### src/rtl/sha256_msg_schedule_if.sv
// Handshake and data bundle between the SHA-256 round controller
// and the message-schedule stage.
//
// master (controller side) drives:
//   start, block_in, step
// slave (schedule side) drives:
//   w_out, w_valid, round, busy, done
interface sha256_msg_schedule_if #(
    parameter int WORD_W = 32
);
    logic                  start;
    logic [16*WORD_W-1:0]  block_in;
    logic                  step;
    logic [WORD_W-1:0]     w_out;
    logic                  w_valid;
    logic [5:0]            round;
    logic                  busy;
    logic                  done;

    modport master (
        output start,
        output block_in,
        output step,
        input  w_out,
        input  w_valid,
        input  round,
        input  busy,
        input  done
    );

    modport slave (
        input  start,
        input  block_in,
        input  step,
        output w_out,
        output w_valid,
        output round,
        output busy,
        output done
    );
endinterface

### src/rtl/sha256_msg_schedule.sv
// SHA-256 message schedule: loads one 512-bit block and emits
// W[0..63], one word per controller step, from a 16-word window.
//
// Ports:
//   clk   - rising-edge clock
//   rst_n - asynchronous active-low reset
//   bus   - slave side of sha256_msg_schedule_if
//           (start/block_in/step in; w_out/w_valid/round/busy/done out)
module sha256_msg_schedule #(
    parameter int WORD_W = 32,
    parameter int ROUNDS = 64
) (
    input  logic                    clk,
    input  logic                    rst_n,
    sha256_msg_schedule_if.slave    bus
);

    if (WORD_W != 32) begin : g_bad_word_w
        $error("sha256_msg_schedule: WORD_W must be 32");
    end
    if (ROUNDS != 64) begin : g_bad_rounds
        $error("sha256_msg_schedule: ROUNDS must be 64");
    end

    localparam logic [0:0] ST_IDLE = 1'b0;
    localparam logic [0:0] ST_RUN  = 1'b1;

    localparam logic [5:0] LAST_ROUND = 6'(ROUNDS - 1);

    function automatic logic [WORD_W-1:0] sig0(
        input logic [WORD_W-1:0] x
    );
        return {x[6:0],  x[31:7]}
             ^ {x[17:0], x[31:18]}
             ^ (x >> 3);
    endfunction

    function automatic logic [WORD_W-1:0] sig1(
        input logic [WORD_W-1:0] x
    );
        return {x[16:0], x[31:17]}
             ^ {x[18:0], x[31:19]}
             ^ (x >> 10);
    endfunction

    logic [0:0]        state_q, state_d;
    logic [5:0]        round_q, round_d;
    logic              done_q,  done_d;
    logic [WORD_W-1:0] win_q [16];
    logic [WORD_W-1:0] win_d [16];
    logic [WORD_W-1:0] w_next;

    // win[0] is W[t]; win[15] is W[t+15].  The next word W[t+16]
    // depends only on words already held in the window.
    assign w_next = sig1(win_q[14]) + win_q[9]
                  + sig0(win_q[1])  + win_q[0];

    always_comb begin
        state_d = state_q;
        round_d = round_q;
        done_d  = 1'b0;
        for (int i = 0; i < 16; i++) begin
            win_d[i] = win_q[i];
        end

        case (state_q)
            ST_IDLE: begin
                // step is deliberately not looked at here, so a
                // start+step cycle is a pure load.
                if (bus.start) begin
                    for (int i = 0; i < 16; i++) begin
                        win_d[i] = bus.block_in[
                            16*WORD_W-1 - WORD_W*i -: WORD_W];
                    end
                    round_d = '0;
                    state_d = ST_RUN;
                end
            end
            ST_RUN: begin
                if (bus.step) begin
                    if (round_q == LAST_ROUND) begin
                        // Window is left as-is after the last word.
                        state_d = ST_IDLE;
                        round_d = '0;
                        done_d  = 1'b1;
                    end else begin
                        for (int i = 0; i < 15; i++) begin
                            win_d[i] = win_q[i+1];
                        end
                        win_d[15] = w_next;
                        round_d   = round_q + 6'd1;
                    end
                end
            end
            default: begin
                state_d = ST_IDLE;
                round_d = '0;
            end
        endcase
    end

    always_ff @(posedge clk or negedge rst_n) begin
        if (!rst_n) begin
            state_q <= ST_IDLE;
            round_q <= '0;
            done_q  <= 1'b0;
            for (int i = 0; i < 16; i++) begin
                win_q[i] <= '0;
            end
        end else begin
            state_q <= state_d;
            round_q <= round_d;
            done_q  <= done_d;
            for (int i = 0; i < 16; i++) begin
                win_q[i] <= win_d[i];
            end
        end
    end

    assign bus.w_out   = win_q[0];
    assign bus.w_valid = (state_q == ST_RUN);
    assign bus.busy    = (state_q == ST_RUN);
    assign bus.round   = round_q;
    assign bus.done    = done_q;

endmodule
### src/flat_wrapper.sv
// flat-port wrapper written by rule: the top's interface ports become plain ports
module sha256_msg_schedule_flat 
#(
    parameter int WORD_W = 32,
    parameter int ROUNDS = 64
)
  (clk, rst_n, bus_start, bus_block_in, bus_step, bus_w_out, bus_w_valid, bus_round, bus_busy, bus_done);
  sha256_msg_schedule_if #(.WORD_W(WORD_W)) bus_i ();
  input  logic clk;
  input  logic rst_n;
  input wire logic [$bits(bus_i.start)-1:0] bus_start;
  input wire logic [$bits(bus_i.block_in)-1:0] bus_block_in;
  input wire logic [$bits(bus_i.step)-1:0] bus_step;
  output wire logic [$bits(bus_i.w_out)-1:0] bus_w_out;
  output wire logic [$bits(bus_i.w_valid)-1:0] bus_w_valid;
  output wire logic [$bits(bus_i.round)-1:0] bus_round;
  output wire logic [$bits(bus_i.busy)-1:0] bus_busy;
  output wire logic [$bits(bus_i.done)-1:0] bus_done;
  assign bus_i.start = bus_start;
  assign bus_i.block_in = bus_block_in;
  assign bus_i.step = bus_step;
  assign bus_w_out = bus_i.w_out;
  assign bus_w_valid = bus_i.w_valid;
  assign bus_round = bus_i.round;
  assign bus_busy = bus_i.busy;
  assign bus_done = bus_i.done;
  sha256_msg_schedule #(.WORD_W(WORD_W), .ROUNDS(ROUNDS)) u_core (.clk(clk), .rst_n(rst_n), .bus(bus_i));
endmodule
### config.mk
export PLATFORM = sky130hd
export DESIGN_NAME = sha256_msg_schedule_flat
export DESIGN_NICKNAME = d
export VERILOG_FILES = /design/src/rtl/sha256_msg_schedule_if.sv /design/src/rtl/sha256_msg_schedule.sv /design/src/flat_wrapper.sv
export SDC_FILE = /design/constraint.sdc
export NUM_CORES = 1
export LEC_CHECK = 0
export BUFFER_PORTS_ARGS = -buffer_cell sky130_fd_sc_hd__buf_2
export CAP_MARGIN = 20
export CORE_ASPECT_RATIO = 0.6
export CORE_MARGIN = 2
export CORE_UTILIZATION = 30
export CTS_CLUSTER_SIZE = 16
export DETAILED_ROUTE_END_ITERATION = 12
export SLEW_MARGIN = 20
export SYNTH_ARGS = -nofsm -noshare
export SYNTH_HDL_FRONTEND = slang
export SYNTH_SLANG_ARGS = --single-unit
### constraint.sdc
create_clock -name clk -period 6.7 [get_ports clk]
set_input_delay 0 -clock clk [delete_from_list [all_inputs] [get_ports clk]]
set_output_delay 0 -clock clk [all_outputs]
set_load 0.005 [all_outputs]
* Word level (Yosys, flattened, before mapping)
Cells that the tools add are included.
Word-level totals: register bits 520, bits of input ports 516, word-level logic and storage cells 49
Operators by class: add/subtract/negate cells 4, eq/ne operators 4, muxes and demuxes 15, bitwise operators 5, reduce and logical (&&, ||, !) cells 2
Operators with widths (count):
- 512-bit two-way mux | 3
- 512-bit case mux with 2 select lines | 1
- 32-bit adder | 3
- 32-bit XOR | 2
- 32-bit by 22-bit XOR with 32-bit output | 1
- 32-bit by 29-bit XOR with 32-bit output | 1
- 6-bit two-way mux | 3
- 6-bit case mux with 2 select lines | 1
- 6-bit by 1-bit adder with 6-bit output, second input constant | 1
- 6-bit == test, second input constant | 1
- 1-bit two-way mux | 6
- 2-bit inequality test, second input constant | 3
- 3-bit AND reduction | 1
- 1-bit case mux with 2 select lines | 1
- 2-bit AND reduction | 1
- 1-bit inverter | 1

* Depth between registers and ports, before layout
Gate-level depths: netlist of run 1.
depth in word-level cells 8, gate-level depth with buffers 17, depth with buffers taken out 15

* Least setup slack after synthesis of run 1
OpenSTA, ideal clock, no wires.
kind reg-to-reg, start register u_core.win_q[456] in the netlist's numbering, end register u_core.win_q[19] in the netlist's numbering, data arrival time 3785 ps, required time 6567 ps, path slack 2782 ps, stages on the path, launching flop included 16, path buffers 1, period minus slack after synthesis 3918 ps, cell sequence dfrtp_1 -> clkbuf_1 -> xnor2_1 -> xnor2_1 -> fa_1 -> fa_1 -> ha_1 -> fa_1 -> a21oi_2 -> nor3b_2 -> o21ai_2 -> nor3_1 -> or3b_1 -> a21oi_2 -> xor2_1 -> o21ai_1
Between the ends: cells in the longest elaborated chain, start to end 7
Ends and longest elaborated chain:
- start: declaration | RTL line sha256_msg_schedule.sv:49 | logic [WORD_W-1:0] win_q [16];
- start signal: indexed assignment | RTL line sha256_msg_schedule.sv:115 | win_q[i] <= win_d[i];
- 32-bit XOR | RTL line sha256_msg_schedule.sv:34 | ^ {x[17:0], x[31:18]}
- 32-bit by 29-bit XOR with 32-bit output * | RTL line sha256_msg_schedule.sv:35 | ^ (x >> 3);
- 32-bit adder * (2 in a row) | RTL line sha256_msg_schedule.sv:56 | + sig0(win_q[1]) + win_q[0];
- 512-bit two-way mux * | RTL line sha256_msg_schedule.sv:81 | if (round_q == LAST_ROUND) begin
- 512-bit two-way mux * | RTL line sha256_msg_schedule.sv:80 | if (bus.step) begin
- 512-bit case mux with 2 select lines * | RTL line sha256_msg_schedule.sv:66 | case (state_q)
Mark *: on every way between the ends. The rest lies on a longest branch, timed or not. The select of a mux whose other input is x is not followed. A chain may end at the register's enable or synchronous reset.

* Final worst setup path of run 1
Same ends and word-level chain as after synthesis.

==> results.json, run 1 <==
{
  "synth_xor_area_frac": 0.0444,
  "fin_tns_setup_ns": 0,
  "dp_slack_ns": 2.33,
  "grt_util_all_layers": 0.227,
  "syn_nets": 3534,
  "synth_compound_area_frac": 0.117,
  "core-area_um2": 96000,
  "syn_avg_cell_area_um2": 9.92,
  "grt_pass1_wl_mm": 166,
  "finalCriticalPeriod_ns": 4.47,
  "worstSetupEndpointType": "flop",
  "ys_seq_elements": 520,
  "cp_slowest_stage_delay_ns": 0.49,
  "fin_crit_sh": 0.667,
  "grt_max_degree": 237,
  "maxSlewHeadroom": 0.250,
  "clkLatencyLatePin_ns": 0.65,
  "yosysTopAreaCell": "dfrtp_1",
  "initialDrtViolationCount": 2143,
  "row_count": 88,
  "vias": 24600,
  "cp_max_fo": 6,
  "holdCritPathClass": "in2async",
  "maxCapViolCount": 0,
  "mostFrequentLayoutCell": "buf_2",
  "multi_input_area_um2": 13900,
  "routed_wirelength_mm": 115,
  "cts_buffer_depth": 3,
  "status": "finished, final reports clean",
  "numCtsBuffers": 57,
  "final_net_count": 4419,
  "cts.sinks": 520,
  "ys_warn_count": 0,
  "drv_slew": 0,
  "critPathLaunchType": "flop",
  "setup_viol": 0,
  "ys_async_sr_fraction": 1.00,
  "final_cell_mix": "buf_2 (555), a21oi_1 (535), dfrtp_1 (519)",
  "hold_violations": 0,
  "path_cells": "xnor2_1 -> xnor2_1 -> fa_1 -> fa_1 -> ha_1 -> fa_1 -> a21oi_2 -> nor3b_2 -> o21ai_2 -> nor3_1 -> or3b_1 -> a21oi_2 -> xor2_1 -> o21ai_1",
  "cpMaxStageDelayCell": "fa_1",
  "synth_enable_flop_cells": 0,
  "cts.clk_slew.worst_paths_ns": 0.06,
  "fin_skew_ns": 0.0396,
  "fp.dieArea_um2": 99300,
  "cpMostUsedCell": "fa_1",
  "io_buffers": 556,
  "root_buffer": "clkbuf_16",
  "critical_path_class": "reg2reg",
  "cts_tree": "done",
  "dr.pass1.iters": 5,
  "regArea_um2": 13000,
  "synthAdderAreaFrac": 0.0566,
  "fp.dieW_um": 405,
  "yosys.area_share.simple": 0.0914,
  "ios": 557,
  "tightestPinTransition_ns": 1.12,
  "grt_overflow": 0,
  "fillers": 9371,
  "synth_area_leaders": "dfrtp_1 (45%), mux2i_1 (17%), a21oi_1 (9.2%)",
  "ys_types": 61,
  "drive_gt1_frac": 0.183,
  "grt_pass1_vias": 24700,
  "fmax_mhz": 224,
  "rsz0062_at_grt": "false",
  "critPathArrivalTime_ns": 4.97,
  "drtAntennaViolNets": 0,
  "syn_to_final_growth_pct": 35.9,
  "chipHeight_um": 245,
  "ys.flop_type": "dfrtp_1",
  "setup_ws_ns": 2.23,
  "initial_core_util": 0.302,
  "syn-instance-count": 2924,
  "drt-vias-per-instance": 4.75,
  "drcViolationCount": 0,
  "gp_congestion": 0.931,
  "muxShareOfSynthArea": 0.170,
  "hpwl_mm": 84.1,
  "antenna_found_initial": 17,
  "r2r_slack_ns": 2.23,
  "seq_area_frac_synth": 0.449,
  "wl_per_cell_um": 22.2,
  "synth_top_family_by_area": "multiplexers",
  "htreeDepth": 2,
  "yosysTopAreaCellShare": 0.449,
  "cp.required_ns": 7.20,
  "syn_area_um2": 29000
}
-- timing repair --
action                    CTS  global route
hold buffers              517             0
resized for setup           0             0
hold endpoints to repair  670             0
buffers inserted            0             0
-- state kept, by name, indices dropped and copies added, names as in the netlist --
signal,flops
u_core.win_q,480
u_core.bus.busy,1
u_core.bus.round,6
u_core.bus.w_out,32
u_core.bus.done,1
-- per-layer routing --
| metal | GRT usage | up-vias | part of all wire |
|---|---|---|---|
| li1 | - | 11600 | - |
| met1 | 0.333 | 12000 | 0.47 |
| met2 | 0.330 | 767 | 0.42 |
| met3 | 0.0514 | 184 | 0.071 |
| met4 | 0.0713 | 8 | 0.033 |
| met5 | 0 | - | 0.00040 |
-- synthesized netlist by cell type (all sizes together) (9+ instances only) --
cell type    n
a21oi      538
buf        154
clkbuf     114
dfrtp      520
fa          62
ha          32
inv        129
mux2i      494
nand2       44
nand3       20
nand4       10
nor2       512
nor3         9
nor3b       19
o21ai       53
xnor2      126
xor2        21
-- final timing paths --
check / from / endpoint / cells after the start
worst min register to register: u_core.win_q[3] / u_core.win_q[3] / 2
worst min-delay path: rst_n / u_core.win_q[430] / 3
worst max register to register: u_core.win_q[456] / u_core.win_q[19] / 14
min in group clk: bus_block_in[162] / u_core.win_q[162] / 4
max in group asynchronous: rst_n / u_core.win_q[170] / 3
worst max-delay path: u_core.win_q[456] / u_core.win_q[19] / 14
-- cell families (layout without fill, tap and decap cells) --
logic type      after synthesis  count (layout)
simple gates                637             637
compound gates              635             635
flops                       520             520
mux                         494             494
buf+inv                     397            1328
xor+xnor                    147             147
fa+ha+maj                    94              94
other cells                   0              12
-- critical path: cells and delay by family, from the launching register on --
kind,cells,cell delay [ns]
DFF,1,0.46
and+or+nand+nor,3,0.62
xor gates and xnor gates,3,0.78
AOI/OAI and AO/OA,4,0.79
adders and majority gates,4,1.69
-- stage by stage --
| stage | cell area (um2) | utilization | hold WS (ns) | instances |
|---|---|---|---|---|
| finish | 39400 | 0.411 | 0.0135 | 5172 |
| global route | 39400 | 0.411 | 0.0456 | 5169 |
| CTS | 39400 | 0.410 | 0.0338 | 5160 |
| detailed placement | 32100 | 0.335 | 0.00669 | 4538 |
| global placement | 32100 | 0.335 | 0.0140 | 4538 |
| floorplan | 29000 | - | -0.296 | 2924 |
-- area by class of cell --
class	instances	share of cell area
clock inverter	28	0.0114
antenna	12	0.000762
clock buffer	77	0.0414
multi-input combinational	2007	0.353
sequential	520	0.330
timing repair buffer	1094	0.209
inverter	129	0.0123
tap	1305	0.0414
Power of run 1 is not shown: default switching activity piles up to over one toggle a cycle in this logic, so the estimate is an artifact.
==> inputs of run 2 (changes only) <==
- clock period: 6.7 -> 3.81 ns (I/O delays scaled with it)
==> results.json, run 2 (synthesis gave the netlist of run 1 again) <==
{
  "final_net_count": 4586,
  "root_buffer": "clkbuf_16",
  "row_count": 88,
  "hold_violations": 4,
  "fmax_mhz": 262,
  "finalCriticalPeriod_ns": 3.81,
  "fp.dieArea_um2": 99300,
  "cp.required_ns": 4.34,
  "critPathLaunchType": "flop",
  "hpwl_mm": 88.5,
  "drive_gt1_frac": 0.249,
  "largest_reg_flops": 480,
  "m1WireLength_mm": 55.3,
  "cts.clk_slew.worst_paths_ns": 0.07,
  "final_cell_mix": "buf_2 (555), a21oi_1 (528), dlygate4sd3_1 (515)",
  "top_register": "u_core.win_q",
  "drcViolationCount": 0,
  "violations": "negative hold slack, negative setup slack",
  "cts.sinks": 520,
  "placed_area_um2": 33400,
  "cts_tree": "done",
  "wl_per_cell_um": 22.3,
  "final_area_um2": 41600,
  "worstSetupEndpointType": "flop",
  "grt_max_degree": 105,
  "htreeDepth": 2,
  "ios": 557,
  "drt-vias-per-instance": 4.75,
  "initialDrtViolationCount": 2195,
  "setup_ws_ns": -0.00239,
  "fp.dieW_um": 405,
  "cts_buffer_depth": 3,
  "mostFrequentLayoutCell": "buf_2",
  "grt_util_all_layers": 0.235,
  "drv_slew": 0,
  "antenna_found_initial": 25,
  "cp_max_fo": 3,
  "grt_pass1_vias": 25800,
  "numCtsBuffers": 57,
  "fin_skew_ns": 0.0331,
  "core-area_um2": 96000,
  "io_buffers": 556,
  "drtAntennaViolNets": 0,
  "vias": 25400,
  "initial_core_util": 0.302,
  "rsz0062_at_grt": "true",
  "maxCapViolCount": 0,
  "chipHeight_um": 245,
  "syn_to_final_growth_pct": 43.3,
  "grt_pass1_wl_mm": 171,
  "holdCritPathClass": "in2async",
  "setup_viol": 1,
  "fillers": 9230,
  "status": "finished with violations",
  "critical_path_class": "reg2reg",
  "route.met3.wl_mm": 9.28,
  "dr.max_layer_used": "met5",
  "critPathArrivalTime_ns": 4.34,
  "fin_crit_sh": 1.00,
  "holdWs_ns": -0.0271,
  "clkLatencyLatePin_ns": 0.66,
  "dr.pass1.iters": 6,
  "grt_overflow": 0,
  "routed_wirelength_mm": 119,
  "gp_congestion": 0.937,
  "wl_met2_mm": 51.1,
  "tightestPinTransition_ns": 0.943,
  "maxSlewHeadroom": 0.371
}
-- run 2: changes by cell type in the layout (fill, tap and decap cells not counted), moves of 21 or more --
| cell | delta |
|---|---|
| buf_4 | +153 |
| xnor2_1 | -40 |
| xnor2_2 | +37 |
| dfrtp_1 | -21 |
| dfrtp_2 | +21 |
| ha_1 | -21 |
-- run 2: area by class of cell --
class                           instances  area [um2]  area share
Clock inverter                         27         338     0.00813
Sequential cell                       520       13000       0.314
Timing Repair Buffer                 1261        9630       0.232
Multi-Input combinational cell       2007       14800       0.355
Tap cell                             1305        1630      0.0393
Antenna cell                           19        47.5     0.00114
Clock buffer                           80        1640      0.0395
Inverter                              129         484      0.0116
-- run 2: worst max-delay path: stages (launching register included) --
cell and delay (ns):
dfrtp_2 0.45, buf_6 0.14, xnor2_4 0.14, xnor2_2 0.16
fa_1 0.58, inv_1 0.07, fa_1 0.38, inv_2 0.09
ha_4 0.21, a211oi_4 0.27, nor2_4 0.08, buf_4 0.14
buf_4 0.12, buf_4 0.12, buf_4 0.12, buf_4 0.12
a211oi_2 0.22, xor2_1 0.20, o21ai_1 0.09
-- run 2: what timing repair did --
| action | in CTS | in global routing |
|---|---|---|
| pin swaps | 35 | 58 |
| setup endpoints to repair | 21 | 21 |
| endpoints found under the hold margin | 603 | 0 |
| resized for setup | 43 | 122 |
| buffers inserted | 8 | 8 |
| hold buffers | 515 | 0 |
-- run 2: metrics by stage --
stage	cells	utilization	hold WS (ns)	worst slack (ns)	TNS, ns
finish	5348	0.433	-0.0271	-0.00239	-0.00239
global route	5347	0.433	0.0170	-0.133	-1.03
CTS	5323	0.425	0.00322	-0.0242	-0.0617
detailed placement	4694	0.348	0.121	-0.187	-1.81
global placement	4694	0.348	0.127	-0.207	-1.66
floorplan	2924	-	-0.296	0.0150	0
-- run 2: path summary, 6_finish.rpt --
kind,cells past startpoint,slack (ns),start,endpoint
min in group clk,3,-0.01,bus_block_in[466],u_core.win_q[466]
min reg2reg,2,0.50,u_core.win_q[3],u_core.win_q[3]
max in group asynchronous,3,2.65,rst_n,u_core.win_q[244]
max reg2reg,18,-0.002,u_core.win_q[33],u_core.win_q[18]
max,18,-0.002,u_core.win_q[33],u_core.win_q[18]
min,2,-0.03,rst_n,u_core.win_q[159]
-- run 2: routing by layer --
layer / GRT usage / vias up
li1: - / 12000
met5: 0 / -
met4: 0.0687 / 6
met3: 0.0572 / 179
met2: 0.346 / 880
met1: 0.339 / 12300
Power of run 2 is left out for the same reason.
